<file path="config.mk">
export PLATFORM = sky130hd
export DESIGN_NAME = icache_axi_rd_bridge
export DESIGN_NICKNAME = d
export VERILOG_FILES = /design/src/rtl/icache_axi_rd_bridge_pkg.sv /design/src/rtl/icache_axi_rd_bridge.sv
export SDC_FILE = /design/constraint.sdc
export NUM_CORES = 1
export LEC_CHECK = 0
export ABC_AREA = 1
export CAP_MARGIN = 20
export CORE_MARGIN = 4
export CORE_UTILIZATION = 30
export CTS_BUF_LIST = sky130_fd_sc_hd__clkbuf_16
export CTS_CLUSTER_DIAMETER = 80
export DETAILED_ROUTE_END_ITERATION = 7
export GPL_ROUTABILITY_DRIVEN = 0
export PLACE_DENSITY = 0.75
export REMOVE_ABC_BUFFERS = 1
export SETUP_SLACK_MARGIN = 0.3
export SYNTH_ARGS = -nofsm -noshare
export SYNTH_HDL_FRONTEND = slang
export SYNTH_SLANG_ARGS = --single-unit
</file>
<file path="constraint.sdc">
create_clock -name clk -period 3.7 [get_ports clk]
set_input_delay 1.11 -clock clk [delete_from_list [all_inputs] [get_ports clk]]
set_output_delay 1.11 -clock clk [all_outputs]
set_load 0.01 [all_outputs]
</file>
<file path="src/rtl/icache_axi_rd_bridge_pkg.sv">
// Shared AXI4 constants and helpers for the instruction-cache read bridge.
package icache_axi_rd_bridge_pkg;

  localparam logic [1:0] AXI_BURST_INCR = 2'b01;
  localparam logic [2:0] AXI_SIZE_4B    = 3'b010;
  localparam logic [1:0] AXI_RESP_OKAY  = 2'b00;
  localparam logic [7:0] AXI_LEN_SINGLE = 8'd0;

  // Pick the 32-bit instruction word out of a 64-bit read beat.
  function automatic logic [31:0] select_word(input logic [63:0] data, input logic hi);
    return hi ? data[63:32] : data[31:0];
  endfunction

endpackage

</file>
<file path="src/rtl/icache_axi_rd_bridge.sv">
// Single-outstanding AXI4 read bridge: turns an instruction-cache fetch request into one
// single-beat 32-bit AXI read, returns the selected word and error flag, then enforces a
// short hold-off before the next request is accepted.
module icache_axi_rd_bridge
  import icache_axi_rd_bridge_pkg::*;
#(
  parameter logic [3:0]  AXI_ID   = 4'h0,
  parameter int unsigned HOLD_CYC = 2
) (
  input  logic        clk,
  input  logic        rst,
  // Instruction cache side
  input  logic        cache_read_ena,
  input  logic [63:0] cache_addr,
  output logic [31:0] cache_or_data,
  output logic        cache_in_ok,
  output logic        rd_err,
  // AXI read address channel
  output logic        axi_ar_valid,
  input  logic        axi_ar_ready,
  output logic [63:0] axi_ar_addr,
  output logic [3:0]  axi_ar_id,
  output logic [7:0]  axi_ar_len,
  output logic [2:0]  axi_ar_size,
  output logic [1:0]  axi_ar_burst,
  // AXI read data channel
  input  logic        axi_r_valid,
  output logic        axi_r_ready,
  input  logic [63:0] axi_r_data,
  input  logic [1:0]  axi_r_resp,
  input  logic        axi_r_last,
  input  logic [3:0]  axi_r_id
);

  typedef enum logic [4:0] {
    StIdle = 5'b00001,
    StAr   = 5'b00010,
    StR    = 5'b00100,
    StDone = 5'b01000,
    StHold = 5'b10000
  } state_e;

  state_e      state_q, state_d;
  logic [63:2] addr_q, addr_d;   // word-aligned fetch address latched in IDLE
  logic [31:0] data_q, data_d;
  logic        err_q, err_d;
  logic [2:0]  cnt_q, cnt_d;

  // Byte offset within the word never reaches the bus.
  logic unused_addr;
  assign unused_addr = ^cache_addr[1:0];

  // Next-state, address latch, data capture and hold counter.
  always_comb begin
    state_d = state_q;
    addr_d  = addr_q;
    data_d  = data_q;
    err_d   = err_q;
    cnt_d   = cnt_q;
    unique case (state_q)
      StIdle: begin
        if (cache_read_ena) begin
          addr_d  = cache_addr[63:2];
          state_d = StAr;
        end
      end
      StAr: begin
        if (axi_ar_ready) state_d = StR;
      end
      StR: begin
        // Beats carrying a foreign ID are consumed (r_ready is high) but ignored.
        if (axi_r_valid && axi_r_last && (axi_r_id == AXI_ID)) begin
          data_d  = select_word(axi_r_data, addr_q[2]);
          err_d   = (axi_r_resp != AXI_RESP_OKAY);
          state_d = StDone;
        end
      end
      StDone: begin
        cnt_d   = HOLD_CYC[2:0];
        state_d = StHold;
      end
      StHold: begin
        cnt_d = cnt_q - 3'd1;
        if (cnt_q <= 3'd1) state_d = StIdle;
      end
      default: state_d = StIdle;
    endcase
  end

  // State and datapath registers; reset abandons any in-flight read.
  always_ff @(posedge clk or posedge rst) begin
    if (rst) begin
      state_q <= StIdle;
      addr_q  <= '0;
      data_q  <= '0;
      err_q   <= 1'b0;
      cnt_q   <= '0;
    end else begin
      state_q <= state_d;
      addr_q  <= addr_d;
      data_q  <= data_d;
      err_q   <= err_d;
      cnt_q   <= cnt_d;
    end
  end

  // Outputs decoded from the registered state, so AR fields are stable while AR is held.
  assign axi_ar_valid  = (state_q == StAr);
  assign axi_r_ready   = (state_q == StR);
  assign axi_ar_addr   = {addr_q, 2'b00};
  assign axi_ar_id     = AXI_ID;
  assign axi_ar_len    = AXI_LEN_SINGLE;
  assign axi_ar_size   = AXI_SIZE_4B;
  assign axi_ar_burst  = AXI_BURST_INCR;
  assign cache_in_ok   = (state_q == StDone);
  assign rd_err        = (state_q == StDone) && err_q;
  assign cache_or_data = data_q;

endmodule

</file>
# --- Word-level counts from Yosys, hierarchy flattened ---
# Cells that the tools add are included.
word_totals:
  reg_bits: 103
  in_bits: 140
  out_inout_bits: 117
  word_cells: 32
op_classes:
  n_addsub: 1
  n_reduce_logical: 9
  eq_ne: 9
  muxes: 7
  magnitude_cmp: 1
ops:
  columns: ["operator", "n"]
  rows:
  - ["2-to-1 mux 32 bit", 1]
  - ["one-hot mux 5 bit (5 select lines)", 1]
  - ["2-to-1 mux 5 bit", 4]
  - ["one-hot mux 3 bit (2 select lines)", 1]
  - ["== test 5 x 1 -> 1 bit, second input constant", 1]
  - ["== test 5 x 2 -> 1 bit, second input constant", 1]
  - ["== test 5 x 3 -> 1 bit, second input constant", 1]
  - ["== test 5 x 4 -> 1 bit, second input constant", 1]
  - ["== test 5 bit, second input constant", 1]
  - ["logical NOT 4 bit", 1]
  - ["!= test 2 x 1 -> 1 bit, second input constant", 2]
  - ["!= test 2 bit, second input constant", 2]
  - ["AND reduction 2 bit", 2]
  - ["AND reduction 4 bit", 1]
  - ["nonzero test 2 bit", 2]
  - ["<= comparator 3 x 1 -> 1 bit, second input constant", 1]
  - ["logical AND 1 bit", 3]
  - ["subtractor 3 x 1 -> 3 bit, second input constant", 1]

# --- Longest topological paths before layout ---
# Gate-level depths: netlist of run 1.
depth:
  word_depth: 4
  depth_mapped: 8

# --- Least setup slack after synthesis of run 1 ---
# OpenSTA, ideal clock, no wires.
synth_path:
  path_kind: "register to output"
  startpoint: "register state_q[0]"
  endpoint: "output axi_r_ready"
  n_path_buf: 1
  t_arrival_ps: 1091
  stages_incl_launch_ff: 5
  setup_slack_ps: 1499
  cell_sequence: "dfstp_2 -> nor2_1 -> nand3_2 -> clkbuf_1 -> inv_1"
synth_via:
  elab_chain_cells: 1
synth_lines:
  columns: ["item", "line_no", "source"]
  rows:
  - ["start: declaration", "icache_axi_rd_bridge.sv:43", "state_e state_q, state_d;"]
  - ["start signal: assignment", "icache_axi_rd_bridge.sv:93", "state_q <= StIdle;"]
  - ["start signal: assignment", "icache_axi_rd_bridge.sv:99", "state_q <= state_d;"]
  - ["== test 5 x 3 -> 1 bit", "icache_axi_rd_bridge.sv:109", "assign axi_r_ready = (state_q == StR);"]
  - ["end: declaration", "icache_axi_rd_bridge.sv:28", "output logic axi_r_ready,"]
# No other way between the ends.

# --- Worst setup path after layout of run 1 ---
# Ends and elaborated chain as after synthesis.

==> results of run 1 <==
==> final cells by class <==
type / count / area (sq um)
clock buffer: 9 / 225.2
clock inverter: 7 / 78.83
fill: 1471 / 7784
inverter: 21 / 81.33
multi-input combinational: 446 / 1789
sequential: 103 / 2579
tap: 188 / 235.2
timing repair buffer: 242 / 2430
==> flip-flops by register name, summed over array words and instances, names as in the netlist <==
register,count
cache_or_data,32
state_q,5
addr_q,62
err_q,1
cnt_q,3
==> metrics by stage <==
| step | instance area, sq um | utilization [%] |
|---|---|---|
| 6_report | 7418 | 48.80 |
| 5_1_grt | 7418 | 48.80 |
| 4_1_cts | 7418 | 48.80 |
| 3_5_place_dp | 7114 | 46.80 |
| 3_3_place_gp | 7114 | 46.80 |
| 2_1_floorplan | 4447 | - |
==> final timing paths <==
kind                            slack [ns]  startpoint                to
worst max-delay path                  0.63  state_q[0]       axi_r_ready
worst min-delay path                  0.47  addr_q[37]        addr_q[37]
worst max register to register        1.68   addr_q[2]  cache_or_data[2]
worst min register to register        0.47  addr_q[37]        addr_q[37]
max in group asynchronous             1.85         rst        addr_q[50]
min in group asynchronous             1.11         rst  cache_or_data[4]
==> logic make-up after synthesis <==
kind of cell / Yosys count
and+or+nand+nor: 385
DFF: 103
buffers and inverters: 68
AOI/OAI and AO/OA: 39
adders and majority gates: 2
other: 2
xor gates and xnor gates: 1
==> cell usage in the layout (no fill, tap or decap) <==
master	instances
nand2_1	357
clkinvlp_4	1
dfrtp_1	102
inv_6	2
inv_1	17
bufinv_16	1
inv_8	1
dfstp_2	1
inv_2	3
nand4_1	2
nand3_2	2
a21oi_1	1
nor2_1	15
clkbuf_16	9
buf_12	2
clkinv_1	1
clkinv_4	1
o21ai_0	37
clkdlybuf4s50_1	235
ha_1	2
xnor2_1	1
nor2_4	2
conb_1	19
nand3_1	6
nor2_2	1
buf_4	5
o22ai_1	1
inv_4	1
==> where the power goes <==
group | internal (mW) | switching [mW] | leakage (nW)
registers | 1.52 | 0.196 | 1.33
clock network | 0.533 | 0.442 | 0.146
logic | 1.04 | 1.08 | 2.30
total | 3.09 | 1.72 | 3.77
==> layer usage <==
layer	track usage [%]	up-vias	wire (microns)
li1	-	2238	-
met4	5.600	2	223
met3	5.703	15	1364
met1	18.82	2014	5907
met2	24.39	194	6089
met5	0	-	13
==> worst register-to-register path, stage by stage, from the launching register on <==
cell and delay [ns]:
dfrtp_1 0.41, buf_4 0.24, inv_1 0.79, nand2_1 0.25, nand2_1 0.13, nand2_1 0.06
nand2_1 0.09
==> results by group, run 1 <==
Detailed routing
  – Routed len/inst: 13.38 microns
  – DRT Wirelength: 13.60 mm
  – Detailed-route DRC error count: 0
  – Final antenna-violating net count: 0
  – Total vias in the final route: 4463
  – Initial DRT Pass Iterations: 4
  – DR iter-0 viols: 185
  – Vias per std cell: 4.393

Synth
  – Synth async-reset ratio: 100.0%
  – Post-Synth Adder-Cell Area: 0.5373%
  – Seq/Total Area, Yosys: 55.37%
  – Most common cell in the netlist: nand2_1
  – Yosys top cell by area: dfrtp_1
  – Avg Cell Area, Syn: 7.762 sq um
  – Post-synth cell types: 20
  – Post-synthesis cell count: 600
  – Number of synthesized register bits: 103
  – Post-synth top flop: dfrtp_1
  – Netlist Area Pre-Place: 4657 sq um
  – Largest cells by area after synthesis: dfrtp_1, nand2_1, o21ai_0
  – Number of flops mapped to enable cells by yosys: 0
  – Multiplexer share of the synthesized area: 0%
  – Simple-gate share of the synthesized area: 31.95%
  – Yosys top cell area share: 54.81%
  – Synth Area in XOR/XNOR: 0.1881%
  – Compound-Gate Fraction of Synth Area: 4.218%
  – Synth warnings: 0
  – Top cells by count, synth: nand2_1, dfrtp_1, o21ai_0, buf_4, inv_1
  – Combinational family with the most area after synthesis: simple AND/OR/NAND/NOR gates

Final layout
  – Final Net Count: 965
  – Layout cells sized above 1: 3.865%
  – Fin cells: 1016
  – # diodes: 0
  – Area growth from synthesis to layout: 59.30%

Setup path
  – Crit path max-delay family: buffers and inverters
  – CP Data Required Time: 2.59 ns
  – R2R cell count: 6
  – CP Class: register to primary output
  – CP cell instances: nor2_1, nand3_2, buf_4, inv_1, clkdlybuf4s50_1
  – CP Buf/Inv Count: 3
  – Slowest stage delay, CP: 0.55 ns
  – Worst setup EP type: primary output
  – Worst path depth: 5
  – WP data arrival: 1.96 ns
  – Crit-path slowest cell: dfstp_2
  – CP Launch Type: register
  – CP max FO: 37

Floorplan
  – Starting Density: 30.63%
  – Core Region: 15200 sq um
  – I/O pins: 257
  – Die H: 132.6 microns
  – Die X: 132.6 microns
  – DIE AREA: 17580 sq um
  – Row count: 45

Clocking
  – CTS max path bufs: 2
  – Clk sinks: 103
  – Clk Latency, worst-skew pair: 0.34 ns
  – Resized cells post-CTS: 0
  – Post-CTS Setup Bufs: 0
  – Root Buffer: clkbuf_16
  – TritonCTS Buffers: 9
  – Max H-tree Level: 3
  – Worst-path clk slew: 0.07 ns
  – Hold-fix buffer count after cts: 0
  – CTS tree: yes

STA
  – Fin worst setup slack: 0.6271 ns
  – Final min period: 3.073 ns
  – Least-Margin Pin Slew: 1.006 ns
  – Worst slew margin: 32.86%
  – Pins over their slew limit: 0
  – TNS Setup: 0 ns
  – Final setup vio count: 0
  – RSZ-0062 raised after global routing: false
  – Final period utilization: 83.05%
  – Final Skew: 0.006969 ns
  – Highest Clock Rate: 325.4 MHz
  – Final Hold Vio Count: 0
  – Final Hold Slack: 0.4708 ns

Power
  – Static leakage: 3.771 nW
  – Overall power: 4.803 mW
  – Pwr/cell area: 647.5 nW/um^2
  – Maximum VDD drop: 257.4 uV

Hold path
  – HP Class: register to register
  – Min-Delay Path Depth: 2

Global route
  – Global-route usage over all layers: 15.23%
  – Largest net degree at the start of global routing: 74
  – First-pass GRT wire length: 21.50 mm
  – Vias in the first global route: 4169
  – Initial antenna violation count: 1
  – GRT Residual Overflow: 0

Status
  – Status: finished, final reports clean

Placed design
  – Number of port buffers: 235
  – DP Cell Count: 1000
  – Dpl hpwl: 10.17 mm
  – Dpl ws: 0.8287 ns

Flow run
  – Max-cap violations: 0
Note: power is estimated with default switching activity, not from simulation.
==> run 2, diff against run 1 <==
Clock period 3.7 ns to 2.6 ns, I/O delays scaled along.
==> run 2 against run 1 <==
Net effect: count of clock-buffer cells in the layout unchanged; clock power grew 35%; core utilization increased by 0.45 points; worst hold slack got worse by 0.0043 ns; sequential share of layout area decreased by 0.32 points; final cell count is 0.59% higher; first-iteration DRC count decreased by 15%; global-route usage rose by 0.33 points.
==> results by group, run 2 (synthesis results as in run 1) <==
Status
  – Status: finished, final reports clean

Clocking
  – Clk Latency, worst-skew pair: 0.34 ns
  – CTS max path bufs: 2
  – Hold-fix buffer count after cts: 0
  – TritonCTS Buffers: 9
  – Worst-path clk slew: 0.07 ns
  – Clk sinks: 103
  – Root Buffer: clkbuf_16
  – CTS tree: yes
  – Max H-tree Level: 3

Power
  – Pwr/cell area: 910.8 nW/um^2
  – Static leakage: 3.826 nW
  – Maximum VDD drop: 421.4 uV
  – Overall power: 6.820 mW

Setup path
  – CP Class: register to primary output
  – Reg2reg end: addr_q[45]
  – Reg2reg setup slack: 0.79 ns
  – CP Data Required Time: 1.82 ns
  – WP data arrival: 1.42 ns
  – R2R Path Start: state_q[0]
  – R2R cell count: 8
  – CP Launch Type: register
  – Worst setup EP type: primary output
  – CP max FO: 4

Floorplan
  – Starting Density: 30.63%
  – I/O pins: 257
  – Row count: 45
  – Die X: 132.6 microns
  – DIE AREA: 17580 sq um
  – Core Region: 15200 sq um
  – Die H: 132.6 microns

STA
  – Pins over their slew limit: 0
  – Highest Clock Rate: 453.8 MHz
  – RSZ-0062 raised after global routing: false
  – TNS Setup: 0 ns
  – Final min period: 2.203 ns
  – Final Skew: 0.007125 ns
  – Final period utilization: 84.75%
  – Fin worst setup slack: 0.3966 ns
  – Final Hold Slack: 0.4665 ns
  – Final Hold Vio Count: 0
  – Final setup vio count: 0

Global route
  – Met3 GRT Util: 5.703%
  – Initial antenna violation count: 0
  – Met2 usage in global routing: 26.60%
  – Global-route usage over all layers: 15.56%
  – GRT Residual Overflow: 0
  – Global routing usage on met1: 18.14%
  – GRT Max-Usage Layer: met2
  – Vias in the first global route: 4278
  – First-pass GRT wire length: 21.89 mm
  – Largest net degree at the start of global routing: 44

Hold path
  – WHS Endpoint: addr_q[44]
  – Min-Delay Path Depth: 2
  – Hold Startpoint: addr_q[44]
  – HP Class: register to register

Placed design
  – Dpl ws: 0.3080 ns
  – Number of port buffers: 235
  – Dpl hpwl: 10.42 mm
  – Placed inst area: 7169 sq um
  – DP Cell Count: 1004

Final layout
  – Largest Register: addr_q
  – Commonest non-fill, non-tap cell in the layout: nand2_1
  – Max reg flops: 62
  – Commonest non-fill, non-tap cells in the layout: nand2_1, clkdlybuf4s50_1, dfrtp_1, o21ai_0, conb_1
  – Layout Utilization: 49.25%
  – # diodes: 0
  – Layout cells sized above 1: 4.916%
  – Final Net Count: 971
  – Post-route design area: 7487 sq um
  – Area growth from synthesis to layout: 60.77%
  – Fin cells: 1022

Detailed routing
  – Detailed-route DRC error count: 0
  – Vias per std cell: 4.328
  – Final antenna-violating net count: 0
  – DR iter-0 viols: 158
  – DRT Wirelength: 13.85 mm
  – Total vias in the final route: 4423
  – Routed len/inst: 13.55 microns
  – Initial DRT Pass Iterations: 4

Flow run
  – Max-cap violations: 0
-- run 2: cell count changes in the layout (fill, tap and decap cells not counted), moves of 3 or more --
cell / before / now
clkdlybuf4s50_1: 235 / 231
dlygate4sd2_1: 0 / 4
clkinv_2: 0 / 3
buf_4: 5 / 9
-- run 2: area by class of cell --
cell class,instances,area [sq um]
Fill cell,1465,7715
Sequential cell,103,2579
Timing Repair Buffer,248,2495
Multi-Input combinational cell,446,1807
Tap cell,188,235.2
Clock buffer,9,225.2
Inverter,21,81.33
Clock inverter,7,65.06
-- run 2: what timing repair did --
item | in CTS | in global routing
buffers inserted | 0 | 2
gates resized for setup | 9 | 0
endpoints found under the setup margin | 4 | 2
endpoints found under the hold margin | 0 | 0
-- run 2: report_power, final --
group	internal [mW]	leakage, nW	switching [mW]	total [mW]
logic	1.49	2.35	1.56	3.05
clock network	0.740	0.146	0.584	1.32
registers	2.16	1.33	0.286	2.44
total	4.39	3.83	2.43	6.82
-- run 2: how the worst max path moves through the flow --
stage | startpoint | end | slack, ns | depth (start not counted)
floorplan | rst | addr_q[10] | -0.88 | 1
global placement | state_q[1] | rd_err | 0.33 | 4
detailed placement | cache_read_ena | addr_q[45] | 0.31 | 7
CTS | state_q[2] | rd_err | 0.35 | 4
global route | state_q[2] | cache_in_ok | 0.30 | 4
finish | state_q[2] | rd_err | 0.40 | 4
-- run 2: critical path, stage by stage (launching register included) --
cell and delay [ns]:
dfrtp_1 0.43, nor2_1 0.16, nand3_2 0.12, nor2_1 0.10, dlygate4sd2_1 0.27
-- run 2: layer usage --
layer  vias up  share of wire, %
li1       2240                 -
met1      1966                42
met2       203                47
met3        14               9.7
met4         0               1.5
met5         -                 0
==> run 3, diff against run 2 <==
Settings changed: PLACE_DENSITY 0.75 to 0.73.
Clock period 2.6 ns to 2.22 ns, I/O delays scaled along.
==> run 3 against run 2 <==
Net effect: die area stayed put; critical path depth rose by 1; wire length shrank 2.5%; critical path type unchanged; largest cell class is now non-clock buffers.
==> results by group, run 3 (synthesis results as in run 1) <==
Final layout
  – Area growth from synthesis to layout: 63.89%
  – Largest Register: addr_q
  – Layout cells sized above 1: 6.317%
  – Multi-input logic area: 1807 sq um
  – Commonest non-fill, non-tap cell in the layout: nand2_1
  – Sequential cell area: 2579 sq um
  – Max reg flops: 62
  – Commonest non-fill, non-tap cells in the layout: nand2_1, clkdlybuf4s50_1, dfrtp_1, dlygate4sd2_1, dlymetal6s2s_1
  – Final Net Count: 976
  – Fillers: 1451
  – Post-route design area: 7632 sq um
  – # diodes: 0

Power
  – Sw frac: 35.79%
  – Seq pwr share: 35.6%
  – Static leakage: 4.604 nW
  – Combinational share of power: 43.0%
  – Maximum VDD drop: 420.3 uV
  – Int Power: 5.098 mW
  – Clock network fraction of total power: 21.3%
  – Pwr/cell area: 1040 nW/um^2
  – P_sw: 2.842 mW

Detailed routing
  – Final antenna-violating net count: 0
  – Vias per std cell: 4.311
  – Initial DRT Pass Iterations: 4
  – DR iter-0 viols: 132
  – Routed len/inst: 13.15 microns
  – DRT Wirelength: 13.50 mm
  – Total vias in the final route: 4427
  – Detailed-route DRC error count: 0

Setup path
  – Crit path max-delay family: flip-flops
  – CP cell instances: nor2_2, buf_6, nand3_4, inv_2, buf_6
  – CP Class: register to primary output
  – Worst setup EP type: primary output
  – CP Data Required Time: 1.55 ns
  – CP Launch Type: register
  – Crit-path slowest cell: dfstp_2
  – WP data arrival: 1.32 ns
  – CP Buf/Inv Count: 3
  – CP most frequent cell: buf_6
  – Slowest stage delay, CP: 0.55 ns
  – CP max FO: 3

STA
  – Final min period: 1.983 ns
  – Pins over their slew limit: 0
  – Final Skew: 0.009627 ns
  – Final Hold Slack: 0.4649 ns
  – Final setup vio count: 0
  – Final Hold Vio Count: 0
  – RSZ-0062 raised after global routing: true
  – Final period utilization: 89.33%
  – Highest Clock Rate: 504.2 MHz

Clocking
  – CTS tree: yes
  – Hold-fix buffer count after cts: 0
  – Root Buffer: clkbuf_16
  – Clk Latency, worst-skew pair: 0.34 ns
  – CTS max path bufs: 2
  – Clk sinks: 103
  – Worst-path clk slew: 0.07 ns
  – TritonCTS Buffers: 9
  – Max H-tree Level: 3

Floorplan
  – Die X: 132.6 microns
  – Die H: 132.6 microns
  – Starting Density: 30.63%
  – Core Region: 15200 sq um
  – Row count: 45
  – I/O pins: 257
  – DIE AREA: 17580 sq um

Global route
  – Initial antenna violation count: 1
  – Global-route usage over all layers: 15.01%
  – GRT Residual Overflow: 0
  – First-pass GRT wire length: 21.27 mm
  – Vias in the first global route: 4134
  – Largest net degree at the start of global routing: 54

Placed design
  – Placed inst area: 7204 sq um
  – Number of port buffers: 235
  – Dpl hpwl: 9.983 mm

Flow run
  – Max-cap violations: 0

Status
  – Status: finished, final reports clean

Hold path
  – HP Class: register to register
-- run 3: changes by cell type in the layout (fill, tap and decap cells not counted), sizes merged --
cell / previous run / this run
clkdlybuf4s50: 231 / 138
dlygate4sd2: 4 / 51
inv: 22 / 23
clkinv: 4 / 2
buf: 13 / 22
dlymetal6s2s: 0 / 42
bufinv: 1 / 2
-- run 3: path summary, 6_finish.rpt --
kind | startpoint | end | slack, ns | depth (start not counted)
setup / recovery | state_q[0] | axi_r_ready | 0.24 | 5
hold / removal | addr_q[53] | addr_q[53] | 0.46 | 2
setup reg to reg | state_q[0] | addr_q[18] | 0.45 | 9
hold reg to reg | addr_q[53] | addr_q[53] | 0.46 | 2
max in group asynchronous | rst | cache_or_data[19] | 1.00 | 3
min in group asynchronous | rst | addr_q[39] | 0.64 | 2
-- run 3: repair_timing --
item / CTS / global route
hold endpoints to repair: 0 / 0
pin swaps: 3 / 2
endpoints found under the setup margin: 55 / 102
resized for setup: 74 / 48
buffers inserted: 2 / 2
-- run 3: per-stage QoR --
stage	TNS [ns]	power (mW)	setup WS (ns)	utilization [%]	std cells
floorplan	-125.47	4.486	-1.148	-	570
global placement	0	6.445	0.07485	47.39	1007
detailed placement	0	6.520	0.08797	47.39	1007
CTS	0	8.087	0.2117	49.20	1025
global route	0	8.565	0.1633	50.21	1027
finish	0	7.939	0.2369	50.21	1027
-- run 3: tightest hold or removal path, stage by stage, from the launching register on --
cell and delay [ns]:
dfrtp_1 0.34, nand2_1 0.05, nand2_1 0.05
-- run 3: layout make-up --
| type | instances | share of cell area [%] |
|---|---|---|
| Clock inverter | 7 | 1.230 |
| Timing Repair Buffer | 253 | 34.21 |
| Clock buffer | 9 | 2.951 |
| Sequential cell | 103 | 33.79 |
| Tap cell | 188 | 3.082 |
| Inverter | 21 | 1.066 |
| Multi-Input combinational cell | 446 | 23.67 |
-- run 3: power by group through the flow --
stage / Sequential, mW / Clock, mW / Combinational (mW)
after floorplan: 3.21 / 0 / 1.28
after global placement: 2.87 / 0 / 3.58
after detailed placement: 2.88 / 0 / 3.64
after CTS: 2.84 / 1.76 / 3.48
after global routing: 2.93 / 1.84 / 3.80
final: 2.83 / 1.69 / 3.42
-- run 3: routing by layer --
layer  global-route usage [%]  share of wire (%)  routed length (microns)  up-vias
met3                    5.665                9.3                     1255       16
met5                        0               0.15                       20        -
li1                         -                  -                        -     2256
met4                    5.370                1.6                      215        2
met2                    23.82                 45                     6071      192
met1                    18.80                 44                     5939     1961
